==> config.mk <==
export PLATFORM = sky130hd
export DESIGN_NAME = parking_gate_controller
export DESIGN_NICKNAME = d
export VERILOG_FILES = /design/src/rtl/parking_gate_controller.sv
export SDC_FILE = /design/constraint.sdc
export NUM_CORES = 1
export LEC_CHECK = 0
export BUFFER_PORTS_ARGS = -buffer_cell sky130_fd_sc_hd__buf_4
export CAP_MARGIN = 30
export CORE_ASPECT_RATIO = 1.5
export CORE_UTILIZATION = 31
export CTS_CLUSTER_SIZE = 25
export DETAILED_ROUTE_END_ITERATION = 10
export HOLD_SLACK_MARGIN = 0.05
export PLACE_DENSITY = 0.47
export SKIP_CTS_REPAIR_TIMING = 1
export SLEW_MARGIN = 20
export SYNTH_ARGS = -nofsm -noshare
export SYNTH_HDL_FRONTEND = slang
export SYNTH_SLANG_ARGS = --single-unit
==> constraint.sdc <==
create_clock -name clock -period 3.9 [get_ports clock]
set_clock_uncertainty 0.05 [all_clocks]
set_input_delay 0.39 -clock clock [delete_from_list [all_inputs] [get_ports clock]]
set_output_delay 0.39 -clock clock [all_outputs]
set_load 0.01 [all_outputs]
==> src/rtl/parking_gate_controller.sv <==
// Single-lane car park gate controller: keypad entry, lockout, occupancy.
// Optional idle-keypad timeout enabled by defining PARK_TIMEOUT_EN.
module parking_gate_controller #(
   parameter int                  PW_WIDTH       = 4,
   parameter logic [PW_WIDTH-1:0] PASSWORD       = 4'hA,
   parameter int                  CAPACITY       = 8,
   parameter int                  MAX_ATTEMPTS   = 3,
   parameter int                  LOCKOUT_CYCLES = 16,
   parameter int                  TIMEOUT_CYCLES = 64
) (
   input  logic                             clock,
   input  logic                             reset,
   input  logic                             front_sensor,
   input  logic                             back_sensor,
   input  logic                             exit_sensor,
   input  logic [PW_WIDTH-1:0]              password,
   input  logic                             password_valid,
   output logic                             green_LED,
   output logic                             red_LED,
   output logic [2:0]                       display_screen,
   output logic [$clog2(CAPACITY+1)-1:0]    occupancy,
   output logic                             full,
   output logic                             locked
);

   localparam int OW = $clog2(CAPACITY + 1);
   localparam int AW = $clog2(MAX_ATTEMPTS + 1);
   localparam int LW = $clog2(LOCKOUT_CYCLES + 1);

   localparam logic [OW-1:0] CAP  = OW'(CAPACITY);
   localparam logic [LW-1:0] LMAX = LW'(LOCKOUT_CYCLES - 1);

   // Parameter sanity: every count must be at least one.
   if (CAPACITY < 1 || MAX_ATTEMPTS < 1 ||
       LOCKOUT_CYCLES < 1 || TIMEOUT_CYCLES < 1) begin : g_bad_cfg
      $error("parking_gate_controller: parameters must be >= 1");
   end

   typedef enum logic [2:0] {
      S_IDLE  = 3'b000,
      S_WAIT  = 3'b001,
      S_WRONG = 3'b010,
      S_RIGHT = 3'b011,
      S_STOP  = 3'b100,
      S_LOCK  = 3'b101,
      S_FULL  = 3'b110
   } state_t;

   state_t          state;
   state_t          nxt;
   logic [AW-1:0]   attempts;
   logic [AW-1:0]   att_nxt;
   logic [LW-1:0]   lock_cnt;
   logic [LW-1:0]   lcnt_nxt;
   logic [OW-1:0]   occ_nxt;
   logic            inc;
   logic            tout;
   logic            exit_prev;
   logic            exit_edge;

`ifdef PARK_TIMEOUT_EN
   localparam int            TW   = $clog2(TIMEOUT_CYCLES + 1);
   localparam logic [TW-1:0] TMAX = TW'(TIMEOUT_CYCLES - 1);

   logic [TW-1:0] tcnt;
   logic [TW-1:0] tcnt_nxt;

   assign tout = (tcnt == TMAX) && !front_sensor;
`else
   assign tout = 1'b0;
`endif

   // Exit sensor rising edge, registered so it lands one cycle later.
   always_ff @(posedge clock or negedge reset) begin
      if (!reset) begin
         exit_prev <= 1'b0;
         exit_edge <= 1'b0;
      end else begin
         exit_prev <= exit_sensor;
         exit_edge <= exit_sensor & ~exit_prev;
      end
   end

   // Next-state, attempt, lockout and occupancy decisions.
   always_comb begin
      nxt      = state;
      att_nxt  = attempts;
      lcnt_nxt = '0;
      inc      = 1'b0;
      occ_nxt  = occupancy;
      unique case (state)
         S_IDLE: begin
            if (front_sensor)
               nxt = (occupancy == CAP) ? S_FULL : S_WAIT;
         end
         S_WAIT, S_WRONG, S_STOP: begin
            if (password_valid) begin
               if (password == PASSWORD) begin
                  nxt     = S_RIGHT;
                  att_nxt = '0;
               end else begin
                  att_nxt = attempts + 1'b1;
                  if (int'(attempts) + 1 >= MAX_ATTEMPTS)
                     nxt = S_LOCK;
                  else
                     nxt = S_WRONG;
               end
            end else if (tout && state != S_STOP) begin
               nxt     = S_IDLE;
               att_nxt = '0;
            end
         end
         S_RIGHT: begin
            if (back_sensor) begin
               inc = 1'b1;
               nxt = front_sensor ? S_STOP : S_IDLE;
            end
         end
         S_LOCK: begin
            if (lock_cnt == LMAX) begin
               nxt     = S_IDLE;
               att_nxt = '0;
            end else begin
               lcnt_nxt = lock_cnt + 1'b1;
            end
         end
         S_FULL: begin
            if (occupancy < CAP)
               nxt = front_sensor ? S_WAIT : S_IDLE;
         end
         default: begin
            nxt = S_IDLE;
         end
      endcase
      if (inc && !exit_edge && occupancy != CAP)
         occ_nxt = occupancy + 1'b1;
      else if (exit_edge && !inc && occupancy != '0)
         occ_nxt = occupancy - 1'b1;
   end

   // State register with Moore outputs registered from the next state.
   always_ff @(posedge clock or negedge reset) begin
      if (!reset) begin
         state          <= S_IDLE;
         attempts       <= '0;
         lock_cnt       <= '0;
         occupancy      <= '0;
         full           <= 1'b0;
         green_LED      <= 1'b0;
         red_LED        <= 1'b0;
         locked         <= 1'b0;
         display_screen <= 3'b000;
      end else begin
         state          <= nxt;
         attempts       <= att_nxt;
         lock_cnt       <= lcnt_nxt;
         occupancy      <= occ_nxt;
         full           <= (occ_nxt == CAP);
         green_LED      <= (nxt == S_RIGHT);
         red_LED        <= !(nxt == S_IDLE || nxt == S_RIGHT);
         locked         <= (nxt == S_LOCK);
         display_screen <= nxt;
      end
   end

`ifdef PARK_TIMEOUT_EN
   // Idle-keypad timer: restarts on any strobe or state change.
   always_comb begin
      tcnt_nxt = '0;
      if ((state == S_WAIT || state == S_WRONG) &&
          nxt == state && !password_valid)
         tcnt_nxt = (tcnt == TMAX) ? tcnt : tcnt + 1'b1;
   end

   // Timer register.
   always_ff @(posedge clock or negedge reset) begin
      if (!reset)
         tcnt <= '0;
      else
         tcnt <= tcnt_nxt;
   end
`endif

endmodule
Word level (Yosys, flattened, before mapping) --
Cells that the tools add are included.
Word-level totals: bits in registers 20, output and inout port bits 11
Operators by class: add/sub/neg operators 5, equality and inequality tests 15, reductions and logical operators 14, order comparisons 2, bitwise logic cells 2, muxes and demuxes 21
Operators by type and width (number):
- $mux W3 | 9
- $pmux W3 S5 | 1
- $eq A3 B3 Y1 const B | 4
- $eq A4 B4 Y1 const B | 3
- $mux W5 | 2
- $eq A3 B2 Y1 const B | 3
- $mux W4 | 2
- $logic_not A3 Y1 | 2
- $mux W2 | 3
- $add A5 B1 Y5 const B | 1
- $eq A5 B4 Y1 const B | 1
- $add A4 B1 Y4 const B | 1
- $logic_and A1 B1 Y1 | 4
- $lt A4 B4 Y1 const B | 1
- $ne A2 B2 Y1 const B | 2
- $ne A4 B4 Y1 const B | 1
- $pmux W2 S2 | 1
- $reduce_bool A4 Y1 | 1
- $sub A4 B1 Y4 const B | 1
- $add A2 B1 Y3 const B | 1
- $eq A3 B1 Y1 const B | 1
- $ge A3 B2 Y1 const B | 1
- $logic_not A1 Y1 | 3
- $mux W1 | 3
- other kinds (7) | 7

Longest topological paths before layout --
depth after elaboration 9, gate-level depth with buffers 7

Least setup slack after synthesis --
No wires, ideal clock.
kind reg-to-reg, from register occupancy[1], to register full, stages on the path, launching flop included 7, slack 2.142 ns, path buffers 0, data arrival time 1.613 ns, data required time 3.755 ns, cells stage by stage dfrtp_1 inv_1 ha_1 or3_1 a21oi_1 a221oi_2 nor4b_2
On the way: cells in the longest elaborated chain, start to end 5, elaborated cells between the ends (all ways) 9, classes of those cells add/sub (2); eq/ne (2); mux (2); reduce/logical (3)
RTL lines:
- start, declared | RTL line 21 | output logic [$clog2(CAPACITY+1)-1:0] occupancy,
- start signal, assigned | RTL line 157 | occupancy <= occ_nxt;
- branches (longest 3 deep; another with $sub A4 B1 Y4)
- $mux W4 * | RTL line 135 | if (inc && !exit_edge && occupancy != CAP)
- named net occ_nxt[1] | RTL line 55 | logic [OW-1:0] occ_nxt;
- $eq A4 B4 Y1 * | RTL line 158 | full <= (occ_nxt == CAP);
- end signal, assigned | RTL line 158
- end, declared | RTL line 22 | output logic full,
Mark *: on every way through the listed nets, which the timed path passes. A chain may end at the register's enable or synchronous reset.

Final worst setup path --
from register occupancy[0], to register red_LED
On the way: cells in the longest elaborated chain, start to end 7, elaborated cells between the ends (all ways) 10, classes of those cells order compare (1); eq/ne (2); mux (4); reduce/logical (3)
RTL lines:
- branches (longest 3 deep; another with $lt A4 B4 Y1)
- $pmux W3 S5 * | RTL line 91 | unique case (state)
- $eq A3 B2 Y1 / $logic_not A3 Y1 (equally long branches) | RTL line 160 | red_LED <= !(nxt == S_IDLE || nxt == S_RIGHT);
- $logic_or A1 B1 Y1 * | RTL line 160
- $logic_not A1 Y1 * | RTL line 160
- end signal, assigned | RTL line 160
- end, declared | RTL line 19 | output logic red_LED,
Mark *: on every way between the ends.

==> impl_metrics.tcl <==
set metrics [dict create \
    hold_depth 1 \
    synth.distinct_cells 51 \
    multi_input_comb_area_um2 662 \
    p_leak_nw 0.659 \
    cts-root-buf "clkbuf_8" \
    relSlewSlack_pct 71.0 \
    fin_crit_ps 1910 \
    areaGrowthSynthToFinish_pct 19.8 \
    cts-buffers-inserted 3 \
    fmax_ghz 0.524 \
    ff_latch_area_um2 500 \
    wl_per_cell_um 14.2 \
    status "finished, final reports clean" \
    start_util_pct 32.9 \
    yosysTopAreaCell "dfrtp_1" \
    fin_area_um2 1470 \
    drv_cap 0 \
    grt_pass1_vias 1025 \
    nFillCells 383 \
    synth_xor_area_share_pct 2.86 \
    clk_pin_slew_worst_paths_ps 80 \
    tns_ps 0 \
    yosys.area.top_type_share_pct 40.9 \
    synthAdderAreaFrac_pct 5.11 \
    synth-seq-cells 20 \
    row_count 27 \
    yosys_warnings 0 \
    drv_slew 0 \
    place_congestion 0.847 \
    async_flop_share_pct 100 \
    synthSimpleGateAreaFrac_pct 27.7 \
    grtUsageTotal_pct 14.3 \
    diodes 0 \
    place_area_um2 1390 \
    dieArea_um2 4210 \
    finalWirelength_mm 2.62 \
    ys_seq_area_share_pct 40.9 \
    synthTopCellsByArea "dfrtp_1 (41%), ha_1 (5.1%), nand3_1 (3.3%)" \
    cts.sinks 20 \
    drt_iter0_drc 12 \
    synth_cells 123 \
    vias 1004 \
    setup_viol 0 \
    synth.net_count 138 \
    via_per_inst 5.46 \
    power_w 0.00111 \
    min_period_over_period_pct 48.9 \
    worst_r2r_path_depth 7 \
    crit_arrival_ps 1990 \
    rsz0062_at_grt "no" \
    synth.avg_cell_area_um2 9.95 \
    finalHoldViolations 0 \
    remaining_drc_errors 0 \
    nets 157 \
    crit_required_ps 3980 \
    tightest_slew_ps 435 \
    antenna_found_initial 0 \
    worstSkewPairLatency_ps 260 \
    cts_tree "yes" \
    synth_flop_cell "dfrtp_1" \
    hold_class "in2reg" \
    power_density_nw_per_um2 759 \
    whs_ps 194 \
    hpwl_mm 2.01 \
    grt_pass1_wl_mm 4.54 \
    coreArea_um2 3720 \
    peakVddDrop_mv 0.366 \
    num_io_pins 21 \
    portBuffers 20 \
    drt_first_pass_iters 4 \
    synth_compound_area_share_pct 18.4 \
    grt_max_degree 21 \
    chipWidth_um 53.3 \
    drive_gt1_share_pct 22.7 \
    synth-edff-count 0 \
    cp_max_fo 6 \
    die_h_um 78.9 \
    cts_buffer_depth 2 \
    grt_overflow 0 \
    synthMuxAreaShare_pct 0 \
    critPathLaunchType "flop" \
    critPathKind "reg2reg" \
    synth_top_family_by_area "simple AND/OR/NAND/NOR gates" \
    postRouteAntennaNets 0 \
    htree_levels 1 \
    crit_path_end_kind "flop" \
    syn_area_um2 1220 \
]
## layer usage
layer	track usage [%]	wire length [um]	up-vias	part of all wire [%]
li1	-	-	491	-
met1	15.5	1080	481	41
met2	26.0	1400	25	54
met3	1.92	69	7	2.6
met4	6.58	70	0	2.7
met5	0	0	-	0
## flip-flops by register name (all words and copies together), names as in the netlist
register,cells
locked,1
state,3
red_LED,1
full,1
green_LED,1
attempts,2
occupancy,4
lock_cnt,5
exit_prev,1
exit_edge,1
## path summary, 6_finish.rpt
check	from	end	slack, ps
worst max-delay path	occupancy[0]	red_LED	1990
worst min-delay path	exit_sensor	exit_prev	190
worst max register to register	occupancy[0]	red_LED	1990
worst min register to register	exit_prev	exit_edge	340
max in group asynchronous	reset	occupancy[1]	3110
min in group asynchronous	reset	locked	480
## layout make-up
cell class | instances | share of cell area [%]
Tap cell | 43 | 3.67
Sequential cell | 20 | 34.1
Clock inverter | 1 | 2.05
Inverter | 5 | 1.28
Multi-Input combinational cell | 91 | 45.1
Clock buffer | 3 | 2.82
Timing Repair Buffer | 21 | 10.9
## cell families after synthesis
group / Yosys count
AOI/OAI and AO/OA: 31
xor gates and xnor gates: 4
adders and majority gates: 5
buffers and inverters: 12
DFF: 20
and+or+nand+nor: 51
## where the power goes
group,internal (W),switching [W]
Clock,0.000137,0.0000692
Combinational,0.000251,0.000265
Sequential,0.000274,0.000119
Total,0.000661,0.000452
## stage by stage
step | instances | worst slack, ps | utilization, %
after detailed placement | 179 | 2030 | 37.3
final | 184 | 1990 | 39.5
after global routing | 184 | 1790 | 39.5
after global placement | 179 | 2030 | 37.3
after CTS | 183 | 2000 | 39.2
after floorplan | 123 | 2140 | -
## layout by cell type, fill, tap and decap left out, drive strengths merged, types with 2 or more instances in the layout
cell type	instances
nand3b	2
ha	5
clkbuf	3
o211ai	3
nand2	8
a21oi	6
buf	20
nand2b	2
nor4b	2
and3b	2
dfrtp	20
nor3	4
a31oi	2
o21a	3
nand4b	2
and3	2
nand3	8
and4b	2
o221ai	2
nor2	7
o21ai	5
inv	5
xor2	2
nor3b	2
and2	2
xnor2	2
## synthesized netlist by cell type (2+ instances only)
| library cell | instances |
|---|---|
| a21oi_1 | 5 |
| a31oi_1 | 2 |
| and2_1 | 2 |
| and3_1 | 2 |
| and4b_1 | 2 |
| buf_4 | 2 |
| clkbuf_1 | 3 |
| dfrtp_1 | 20 |
| ha_1 | 5 |
| inv_1 | 5 |
| nand2_1 | 8 |
| nand2b_1 | 2 |
| nand3_1 | 8 |
| nand3b_1 | 2 |
| nor2_1 | 7 |
| nor3_1 | 3 |
| nor3b_1 | 2 |
| o211ai_1 | 3 |
| o21a_1 | 2 |
| o21ai_0 | 2 |
| o21ai_1 | 3 |
| o221ai_1 | 2 |
| xnor2_1 | 2 |
| xor2_1 | 2 |
## critical path, cell delays in order (launching register included)
cell,delay [ps]
dfrtp_1,470
inv_1,80
ha_1,260
and3b_2,260
a21oi_1,200
o211ai_1,130
a21oi_1,240
nand3_1,110
Note: power is estimated with default switching activity, not from simulation.
